===== src/rtl/mul_acc_ctrl.sv =====
// Operand sequencer and dot-product accumulator around the 4x4 sequential multiplier.
// Optional multiplier watchdog is built when MUL_ACC_TIMEOUT_EN is defined.
module mul_acc_ctrl #(
    parameter int ACC_W   = 12,
    parameter int TIMEOUT = 15
) (
    input  logic             clk,
    input  logic             rst_n,
    input  logic             in_valid,
    output logic             in_ready,
    input  logic [3:0]       in_a,
    input  logic [3:0]       in_b,
    input  logic             in_last,
    output logic             mul_start,
    output logic [3:0]       mul_a,
    output logic [3:0]       mul_b,
    input  logic             mul_done,
    input  logic [7:0]       mul_y,
    output logic             out_valid,
    input  logic             out_ready,
    output logic [ACC_W-1:0] out_sum,
    output logic             out_ovf,
    output logic             out_err
);

    typedef enum logic [1:0] {
        S_IDLE  = 2'd0,
        S_ISSUE = 2'd1,
        S_WAIT  = 2'd2,
        S_OUT   = 2'd3
    } state_t;

    state_t             state;
    state_t             state_nxt;
    logic               last_q;
    logic [ACC_W-1:0]   acc;
    logic               ovf;
    logic               timeout_hit;
    logic [ACC_W:0]     acc_sum;

    if (ACC_W < 8 || TIMEOUT < 1) begin : g_cfg_check
        $error("mul_acc_ctrl: ACC_W must be >= 8 and TIMEOUT >= 1");
    end

    // Returns {carry, sum}; the carry feeds the sticky wrap flag.
    function automatic logic [ACC_W:0] acc_add(input logic [ACC_W-1:0] a,
                                               input logic [7:0]       y);
        return {1'b0, a} + (ACC_W+1)'(y);
    endfunction

    assign acc_sum = acc_add(acc, mul_y);

    always_ff @(posedge clk or negedge rst_n) begin
        if (!rst_n) begin
            state <= S_IDLE;
        end else begin
            state <= state_nxt;
        end
    end

    always_comb begin
        state_nxt = state;
        case (state)
            S_IDLE:  if (in_valid) state_nxt = S_ISSUE;
            S_ISSUE: state_nxt = S_WAIT;
            S_WAIT:  if (mul_done || timeout_hit) state_nxt = last_q ? S_OUT : S_IDLE;
            S_OUT:   if (out_ready) state_nxt = S_IDLE;
            default: state_nxt = S_IDLE;
        endcase
    end

    always_comb begin
        in_ready  = (state == S_IDLE);
        mul_start = (state == S_ISSUE);
        out_valid = (state == S_OUT);
    end

    // Operand capture: operands stay put until the next accepted pair.
    always_ff @(posedge clk or negedge rst_n) begin
        if (!rst_n) begin
            mul_a  <= '0;
            mul_b  <= '0;
            last_q <= 1'b0;
        end else if (state == S_IDLE && in_valid) begin
            mul_a  <= in_a;
            mul_b  <= in_b;
            last_q <= in_last;
        end
    end

    // Accumulator: only WAIT adds, only the OUT handshake clears.
    always_ff @(posedge clk or negedge rst_n) begin
        if (!rst_n) begin
            acc <= '0;
            ovf <= 1'b0;
        end else if (state == S_WAIT && mul_done) begin
            acc <= acc_sum[ACC_W-1:0];
            ovf <= ovf | acc_sum[ACC_W];
        end else if (state == S_OUT && out_ready) begin
            acc <= '0;
            ovf <= 1'b0;
        end
    end

    assign out_sum = acc;
    assign out_ovf = ovf;

`ifdef MUL_ACC_TIMEOUT_EN
    localparam int CNT_W = $clog2(TIMEOUT + 1);

    logic [CNT_W-1:0] wd_cnt;
    logic             err;

    // Watchdog restarts in ISSUE so every WAIT starts from zero.
    always_ff @(posedge clk or negedge rst_n) begin
        if (!rst_n) begin
            wd_cnt <= '0;
        end else if (state == S_ISSUE) begin
            wd_cnt <= '0;
        end else if (state == S_WAIT && !mul_done) begin
            wd_cnt <= wd_cnt + CNT_W'(1);
        end
    end

    assign timeout_hit = (state == S_WAIT) && !mul_done &&
                         (wd_cnt == CNT_W'(TIMEOUT - 1));

    always_ff @(posedge clk or negedge rst_n) begin
        if (!rst_n) begin
            err <= 1'b0;
        end else if (timeout_hit) begin
            err <= 1'b1;
        end else if (state == S_OUT && out_ready) begin
            err <= 1'b0;
        end
    end

    assign out_err = err;
`else
    assign timeout_hit = 1'b0;
    assign out_err     = 1'b0;
`endif

endmodule


===== config.mk =====
export PLATFORM = sky130hd
export DESIGN_NAME = mul_acc_ctrl
export DESIGN_NICKNAME = d
export VERILOG_FILES = /design/src/rtl/mul_acc_ctrl.sv
export SDC_FILE = /design/constraint.sdc
export NUM_CORES = 1
export LEC_CHECK = 0
export ABC_AREA = 1
export BUFFER_PORTS_ARGS = -buffer_cell sky130_fd_sc_hd__buf_2
export CORE_ASPECT_RATIO = 1.25
export CORE_MARGIN = 8
export CORE_UTILIZATION = 50
export CTS_CLUSTER_SIZE = 16
export DETAILED_ROUTE_END_ITERATION = 7
export GPL_TIMING_DRIVEN = 0
export PLACE_DENSITY = 0.79
export SYNTH_ARGS = -nofsm -noshare
export SYNTH_HDL_FRONTEND = slang
export SYNTH_SLANG_ARGS = --single-unit

===== constraint.sdc =====
create_clock -name clk -period 2.2 [get_ports clk]
set_input_delay 0.44 -clock clk [delete_from_list [all_inputs] [get_ports clk]]
set_output_delay 0.44 -clock clk [all_outputs]
set_load 0.01 [all_outputs]

==> reports/summary.txt, run 1 <==
Status -> completed
H-tree levels -> 1
Max VDD drop -> 0.0007942 V
Power density over the cells -> 1198 mW/mm²
Core area -> 0.002863 mm²
Synthesized area per cell -> 7.918 µm²
Fraction of layout cells with a size suffix above 1 -> 0.2906
Die height -> 76.68 µm
Post-DRT Antenna Nets -> 0
Commonest cells after routing, fill and taps aside -> 65 x nand2_1, 45 x buf_2, 24 x dfrtp_1
Nets -> 267
Nature of the critical path startpoint -> register
CP peak stage delay -> 0.42 ns
DRC viols -> 0
Synth warn -> 0
Total grt overflow -> 0
Crit Path Max Fanout -> 4
Clk_lat worst skew -> 0.31 ns
CP bufs+invs -> 2
Routability cong. -> 0.7982
CTS root buf -> clkbuf_4
DR pass1 iterations -> 4
Cell depth of the worst setup path -> 12
Layout Skew -> 0.0007966 ns
Layout filler cell count -> 297
I/O Buffers -> 45
Post-synthesis sequential area ratio -> 0.4078
Routed vias -> 1352
Reg2Reg Depth -> 12
Postcts setup bufs -> 0
Largest cells by area after synthesis -> dfrtp_1 41%, nand2_1 17%, mux2_2 6.9%, ha_1 6.8%, nand3_1 5.4%
Maxcap violations -> 0
Post-synth cell types -> 26
Vias per cell -> 5.007
RSZ-0062 raised after global routing -> false
Final Slew Violations -> 0
Antenna violations before repair -> 0
CTS-repair resized insts -> 0
Vias in the first global route -> 1324
Largest net degree at the start of global routing -> 25
Post-route setup TNS -> 0 ns
Num Clock Sinks -> 24
Final Hold Fails -> 0
Area added between synthesis and finish -> 19.88%
Post-synth net total -> 217
Clk slew on worst S/H paths -> 0.13 ns
Pleak -> 1.025 nW
First-pass GRT wire length -> 5430 µm
R2R setup slack -> 0.34 ns
Die Area -> 0.004949 mm²
Die W -> 64.54 µm
Routed WL -> 3179 µm
Fin Hold WS -> 0.08832 ns
#FFs+latches synth -> 24
Most common cell after layout, fill and taps aside -> nand2_1
Starting Density -> 0.5144
Gr usage total -> 0.1329
CP cell instances -> ha_1, fa_1, nand2_1, inv_1, nand2_1, nand2_1, nand2_1, nand3_1, nand2_1, nand2_1, nand2_1, inv_1
Area fraction of the dominant cell type after synthesis -> 0.4078
Post-DP HPWL -> 2554 µm
Slew @ Worst Pin -> 0.5481 ns
Arr. time, crit path -> 2.09 ns
CP delay by family, top -> adder cells
Most frequent CP cell -> nand2_1
Setup violations, final -> 0
CP Capture Type -> register
Worst R2R End -> out_sum[10]
Hold buffer count at cts -> 0
Hold Path Class -> in2async
Leading area contributor after synthesis -> dfrtp_1
Post-Synthesis Cells -> 186
Fin crit share -> 0.8454
ANT cells -> 0
Row count -> 22
Critical path origin -> out_sum[0]
Launch point of the worst reg-to-reg path -> out_sum[0]
Num CTS Buffers -> 3
CTS tree -> built
Wire length per cell -> 11.77 µm
CTS max path bufs -> 2
Final Critical Period -> 1.860 ns
Worst rel slew slack -> 0.6346
Crit-path slowest cell -> dfrtp_1
Max Freq -> 537.6 MHz
Starting DRT DRC Count -> 28
I/O Pins -> 47
Worst EP required -> 2.43 ns
Critical path class -> reg2reg
Synthesized area -> 0.001473 mm²
[flip-flops by register name, summed over array words and instances (netlist names)]
signal and cells:
last_q 1, mul_a 4, mul_b 4, out_ovf 1, out_sum 12, state 2
[synthesized netlist by cell type, drive strengths merged]
master / count
nand2: 69
dfrtp: 24
inv: 22
nand3: 17
nor2: 16
mux2: 9
ha: 8
o21ai: 6
a21oi: 3
a22o: 2
buf: 2
a21o: 1
a31oi: 1
conb: 1
fa: 1
nand3b: 1
o22ai: 1
o31ai: 1
xnor2: 1
[per-layer routing]
layer / global-route usage / wire length (µm) / vias to the layer above
met5: 0 / 0 / -
met2: 0.2313 / 1541 / 35
met4: 0.03939 / 33 / 0
li1: - / - / 692
met1: 0.1408 / 1329 / 620
met3: 0.05523 / 275 / 5
[report_power, final]
group	total (W)	switching (W)	internal (W)
Sequential	0.000772	0.000149	0.000623
Clock	0.000194	0.000129	0.0000641
Combinational	0.00115	0.000651	0.000499
[how the worst max path moves through the flow]
stage | to | slack (ns)
floorplan | out_sum[10] | 0.46
global placement | out_sum[10] | 0.21
detailed placement | out_sum[10] | 0.20
CTS | out_sum[10] | 0.34
global route | out_sum[10] | 0.20
finish | out_sum[10] | 0.34
[cell families after synthesis]
| family | Yosys count | share of synthesized area |
|---|---|---|
| flip-flops | 24 | 0.4078 |
| buffers and inverters | 24 | 0.06882 |
| adder cells (fa/ha/maj) | 9 | 0.08157 |
| multiplexers | 9 | 0.06882 |
| XOR/XNOR | 1 | 0.005948 |
| other | 1 | 0.002546 |
| AO/OA/AOI/OAI | 15 | 0.06118 |
| AND/OR/NAND/NOR | 103 | 0.3033 |
[layout make-up]
class	count	area, µm²	share of cell area
well taps	36	45.04	0.02551
multi-input cells	138	770.7	0.4366
plain buffers	2	18.77	0.01063
flip-flops and latches	24	600.6	0.3402
clock buffers	3	22.52	0.01276
inverters	22	82.58	0.04678
repair buffers	45	225.2	0.1276
[metrics by stage]
step                utilization  power [W]  area [µm²]  worst slack, ns  instances
floorplan                     -   0.001586        1473           0.4577        186
global placement         0.6088   0.001932        1743           0.2126        267
detailed placement       0.6088   0.001956        1743           0.1988        267
CTS                      0.6167   0.002154        1765           0.3355        270
global route             0.6167   0.002324        1765           0.2038        270
finish                   0.6167   0.002115        1765           0.3400        270
Power figures use the tool's default switching activity.
==> inputs of run 2 (changes only) <==
- CORE_UTILIZATION: 50 -> 45
- PLACE_DENSITY: 0.79 -> 0.75
- clock period: 2.2 -> 1.7 ns (I/O delays scaled with it)
==> reports/summary.txt, run 2 (synthesis gave the netlist of run 1 again) <==
Crit Path Max Fanout -> 4
Final Slew Violations -> 0
Power density over the cells -> 1618 mW/mm²
First-pass GRT wire length -> 5858 µm
Starting DRT DRC Count -> 53
CTS tree -> built
Slew @ Worst Pin -> 0.5613 ns
Vias in the first global route -> 1420
DRC viols -> 0
Row count -> 23
Antenna violations before repair -> 0
RSZ-0062 raised after global routing -> true
Pleak -> 1.057 nW
Die Area -> 0.005371 mm²
CP peak stage delay -> 0.42 ns
CP cell instances -> ha_4, fa_2, nand2_2, inv_2, nand2_2, nand2_2, nand2_2, nand3_4, nand2_2, nand2_1, nand2_1, inv_1
Routed vias -> 1368
Max Freq -> 607.7 MHz
Fin crit share -> 0.9680
Maxcap violations -> 0
Hold Path Class -> in2async
Final Non-Filler Cells -> 274
CP Capture Type -> register
Worst R2R End -> out_sum[10]
Vias per cell -> 4.993
CTS root buf -> clkbuf_8
Crit-path slowest cell -> dfrtp_1
Commonest cells after routing, fill and taps aside -> 59 x nand2_1, 45 x buf_2, 24 x dfrtp_1
Most frequent CP cell -> nand2_2
Post-DRT Antenna Nets -> 0
Post-DP HPWL -> 2700 µm
Arr. time, crit path -> 1.83 ns
Core area -> 0.003166 mm²
Most common cell after layout, fill and taps aside -> nand2_1
I/O Buffers -> 45
Final Hold Fails -> 0
Max VDD drop -> 0.001091 V
Largest net degree at the start of global routing -> 25
R2R setup slack -> 0.05 ns
Nature of the critical path startpoint -> register
Layout Skew -> 0.004561 ns
Nets -> 269
Final Critical Period -> 1.646 ns
Status -> completed
Worst rel slew slack -> 0.6258
CP delay by family, top -> simple AND/OR/NAND/NOR gates
Largest register FFs -> 12
I/O Pins -> 47
Reg2Reg Depth -> 12
Cell depth of the worst setup path -> 12
H-tree levels -> 1
Area added between synthesis and finish -> 28.46%
Worst EP required -> 1.88 ns
Total grt overflow -> 0
Num Clock Sinks -> 24
Fin Hold WS -> 0.04548 ns
DP Cell Count -> 268
Gr usage total -> 0.1374
Routed WL -> 3551 µm
Clk_lat worst skew -> 0.27 ns
Layout filler cell count -> 313
Launch point of the worst reg-to-reg path -> out_sum[0]
Routability cong. -> 0.8240
Die W -> 67.17 µm
Clk slew on worst S/H paths -> 0.09 ns
DR pass1 iterations -> 4
ANT cells -> 0
Hold buffer count at cts -> 0
Setup violations, final -> 0
Die height -> 79.96 µm
Post-route setup TNS -> 0 ns
CTS max path bufs -> 2
Num CTS Buffers -> 3
CP bufs+invs -> 2
Critical path class -> reg2reg
Starting Density -> 0.4652
Wire length per cell -> 12.96 µm
Fraction of layout cells with a size suffix above 1 -> 0.3629
==> run 2: changes by cell type in the layout (fill, tap and decap cells not counted), moves of 2 or more <==
cell / change
ha_2: +2
clkbuf_4: -3
nand3_1: -2
clkbuf_8: +4
buf_4: +2
ha_4: +3
nand2_2: +6
ha_1: -5
nand2_1: -6
==> run 2: how the worst max path moves through the flow <==
stage                     from     endpoint
finish              out_sum[0]  out_sum[10]
global route        out_sum[0]  out_sum[10]
CTS                 out_sum[0]  out_sum[10]
detailed placement    mul_y[0]  out_sum[10]
global placement      mul_y[0]  out_sum[10]
floorplan           out_sum[0]  out_sum[10]
==> run 2: cell type report <==
type | instances | area, µm² | area share
plain buffers | 2 | 18.77 | 0.009921
well taps | 37 | 46.29 | 0.02447
multi-input cells | 138 | 848.3 | 0.4484
inverters | 22 | 82.58 | 0.04365
clock buffers | 4 | 55.05 | 0.02910
repair buffers | 47 | 240.2 | 0.1270
flip-flops and latches | 24 | 600.6 | 0.3175
==> run 2: through the flow <==
step	util	setup slack (ns)	area [µm²]	power, W
floorplan	-	0.009549	1475	0.002054
global placement	0.5518	-0.1429	1747	0.002507
detailed placement	0.5518	-0.1592	1747	0.002551
CTS	0.5779	0.0004801	1829	0.002988
global route	0.5976	-0.05343	1892	0.003333
finish	0.5976	0.05434	1892	0.003061
==> run 2: report_power, final <==
part / switching (W) / leakage, nW / total (W) / internal (W)
clock network: 0.000197 / 0.0288 / 0.000405 / 0.000207
logic: 0.000910 / 0.728 / 0.00164 / 0.000730
registers: 0.000208 / 0.301 / 0.00102 / 0.000808
==> run 2: what timing repair did <==
action                                  in CTS  in global routing
pin swaps                                    0                  3
endpoints found under the hold margin        0                  0
setup buffers                                1                  1
endpoints found under the setup margin       3                  4
resized for setup                            4                 13
==> run 2: layer usage <==
metal | vias to the layer above | share of wire | global-route usage
li1 | 692 | - | -
met1 | 634 | 0.41 | 0.1389
met2 | 37 | 0.50 | 0.2512
met3 | 5 | 0.075 | 0.04494
met4 | 0 | 0.013 | 0.05031
met5 | - | 0 | 0
==> run 2: worst reg2reg max path, stage by stage, from the launching register on <==
cell     delay (ns)
dfrtp_1        0.42
ha_4           0.17
fa_2           0.34
nand2_2        0.07
inv_2          0.05
nand2_2        0.05
nand2_2        0.06
nand2_2        0.09
nand3_4        0.08
nand2_2        0.09
nand2_1        0.05
nand2_1        0.05
inv_1          0.04
==> inputs of run 3 (changes only) <==
- ABC_AREA: 1 -> default
- CORE_UTILIZATION: 45 -> 44
==> reports/summary.txt, run 3 <==
Layout filler cell count -> 266
Nets -> 204
Post-DP HPWL -> 2498 µm
Reg area -> 603.1 µm²
Status -> finished, violations left
Area after DPL -> 0.001637 mm²
Synthesized area -> 0.001320 mm²
Commonest cells after routing, fill and taps aside -> 48 x buf_2, 22 x dfrtp_1, 8 x nand2_1
Die Area -> 0.005020 mm²
Total grt overflow -> 0
Nature of the critical path startpoint -> register
Num Clock Sinks -> 24
Largest register FFs -> 12
Setup violations, final -> 9
CP delay by family, top -> compound AO/OA/AOI/OAI gates
Post-route setup TNS -> -1.693 ns
Clk_lat worst skew -> 0.32 ns
DP Cell Count -> 197
Pleak -> 0.9023 nW
Post-synth cell types -> 37
H-tree levels -> 1
Starting DRT DRC Count -> 16
#FFs+latches synth -> 24
Starting Density -> 0.4567
Hold Path Class -> in2reg
Switching power share of the total -> 0.4036
RSZ-0062 raised after global routing -> true
Share of synthesized registers carrying an async set or reset -> 1.000
Synth warn -> 0
Top cells by count, synth -> 24 x dfrtp_1, 8 x ha_1, 8 x nand2_1, 7 x a21oi_1, 7 x a22o_1
Largest net degree at the start of global routing -> 25
CTS tree -> built
Final Critical Period -> 2.002 ns
CP bufs+invs -> 0
Routability cong. -> 0.8933
Critical path class -> reg2reg
Die W -> 64.99 µm
I/O Buffers -> 45
Crit-path slowest cell -> dfrtp_2
Fin crit share -> 1.177
Largest cells by area after synthesis -> dfrtp_1 45%, ha_1 7.6%, mux2_2 5.1%, a22o_1 4.6%, mux2_1 3.4%
Post-synth net total -> 147
CTS root buf -> clkbuf_4
Most common cell after layout, fill and taps aside -> buf_2
Leading area contributor after synthesis -> dfrtp_1
Sequential Power Share -> 0.338
Routed WL -> 3346 µm
Core area -> 0.002890 mm²
Die height -> 77.24 µm
I/O Pins -> 47
First-pass GRT wire length -> 5506 µm
Final Hold Fails -> 0
Failing checks -> negative setup slack
Num CTS Buffers -> 3
Internal -> 0.001747 W
Vias in the first global route -> 1277
CTS max path bufs -> 2
Antenna violations before repair -> 0
Worst rel slew slack -> 0.6402
Fraction of layout cells with a size suffix above 1 -> 0.4593
Most common cell in the netlist -> dfrtp_1
DRC viols -> 0
Synth Flop Type -> dfrtp_1
Maxcap violations -> 0
Routed vias -> 1126
CP cell instances -> ha_4, fa_2, a21oi_2, o221ai_2, a221oi_2, nand2b_4, mux2i_1
CP peak stage delay -> 0.45 ns
Final Util -> 0.6030
Max Freq -> 499.6 MHz
Final instance area -> 0.001743 mm²
DR pass1 iterations -> 4
Crit Path Max Fanout -> 3
Clk slew on worst S/H paths -> 0.14 ns
EDFF count, synth -> 0
CP Capture Type -> register
Clock share of power -> 0.105
Post-Synthesis Cells -> 116
ANT cells -> 0
Post-synthesis sequential area ratio -> 0.4550
Arr. time, crit path -> 2.25 ns
Wire length per cell -> 16.09 µm
Gr usage total -> 0.1337
Multi-input logic area -> 748.2 µm²
Slew @ Worst Pin -> 0.5398 ns
Max VDD drop -> 0.0009979 V
Power density over the cells -> 1680 mW/mm²
Combinational fraction of design power -> 0.556
Area added between synthesis and finish -> 32.04%
Synthesized area per cell -> 11.38 µm²
Final setup margin -> -0.3015 ns
Fin Hold WS -> 0.2210 ns
Layout Skew -> 0.009498 ns
Final Slew Violations -> 0
P_sw -> 0.001182 W
Row count -> 22
Post-DRT Antenna Nets -> 0
Final Non-Filler Cells -> 208
Worst EP required -> 1.95 ns
Vias per cell -> 5.413
Area fraction of the dominant cell type after synthesis -> 0.4550
run 3: cell types whose count changed after synthesis, sizes merged, moves of 3 or more:
cell,change
nor2,-10
a22o,+5
nand2b,+3
nand3,-13
nand2,-61
inv,-20
a21oi,+4
mux2i,+4
run 3: layout make-up:
cell class                      count  area share
Clock buffer                        4     0.02082
Sequential cell                    24      0.3460
Timing Repair Buffer               52      0.1608
Buffer                              4     0.01292
Inverter                            2    0.004307
Multi-Input combinational cell     86      0.4293
Tap cell                           36     0.02584
run 3: metrics by stage:
| step | setup WS, ns | power (W) |
|---|---|---|
| floorplan | -0.1544 | 0.002036 |
| global placement | -0.2886 | 0.002447 |
| detailed placement | -0.3166 | 0.002526 |
| CTS | -0.2792 | 0.002913 |
| global route | -0.3945 | 0.003149 |
| finish | -0.3015 | 0.002929 |
run 3: worst register-to-register path, delay by kind of cell (launching register included):
family / cells / cell delay, ns
AO/OA/AOI/OAI: 3 / 0.58
adder cells (fa/ha/maj): 2 / 0.52
flip-flops: 1 / 0.45
multiplexers: 1 / 0.19
AND/OR/NAND/NOR: 1 / 0.19
run 3: cell families after synthesis:
kind of cell | after synthesis | share of synthesized area
compound gates | 31 | 0.1858
xor+xnor | 4 | 0.02655
fa+ha+maj | 9 | 0.09100
buf+inv | 6 | 0.02275
flops | 24 | 0.4550
mux | 14 | 0.1156
other cells | 1 | 0.002841
simple gates | 27 | 0.1005
run 3: final timing paths:
check	depth (start not counted)	slack [ns]	from	end
worst max-delay path	7	-0.30	out_sum[0]	out_sum[10]
worst min-delay path	2	0.22	in_a[3]	mul_a[3]
max in group asynchronous	2	0.81	rst_n	out_sum[1]
worst max register to register	7	-0.30	out_sum[0]	out_sum[10]
worst min register to register	1	0.50	out_sum[9]	out_sum[9]
min in group asynchronous	2	0.50	rst_n	mul_b[2]
run 3: what timing repair did:
item,CTS,global route
hold endpoints to repair,13,0
setup endpoints to repair,9,9
resized for setup,2,1
gates cloned,0,0
hold buffers,1,0
setup buffers,5,1
pin swaps,4,0
run 3: power groups by stage:
stage | registers (W) | clock network [W] | logic (W)
2_1_floorplan | 0.00108 | 0 | 0.000957
3_3_place_gp | 0.000986 | 0 | 0.00146
3_5_place_dp | 0.00101 | 0 | 0.00152
4_1_cts | 0.000994 | 0.000312 | 0.00161
5_1_grt | 0.00102 | 0.000337 | 0.00179
6_report | 0.000991 | 0.000308 | 0.00163
run 3: routing by layer:
metal,vias up,wire length [µm],global-route usage,part of all wire
met4,0,56,0.04158,0.017
met3,7,210,0.04070,0.063
met5,-,0,0,0
met2,34,1737,0.2453,0.52
li1,534,-,-,-
met1,551,1341,0.1390,0.40
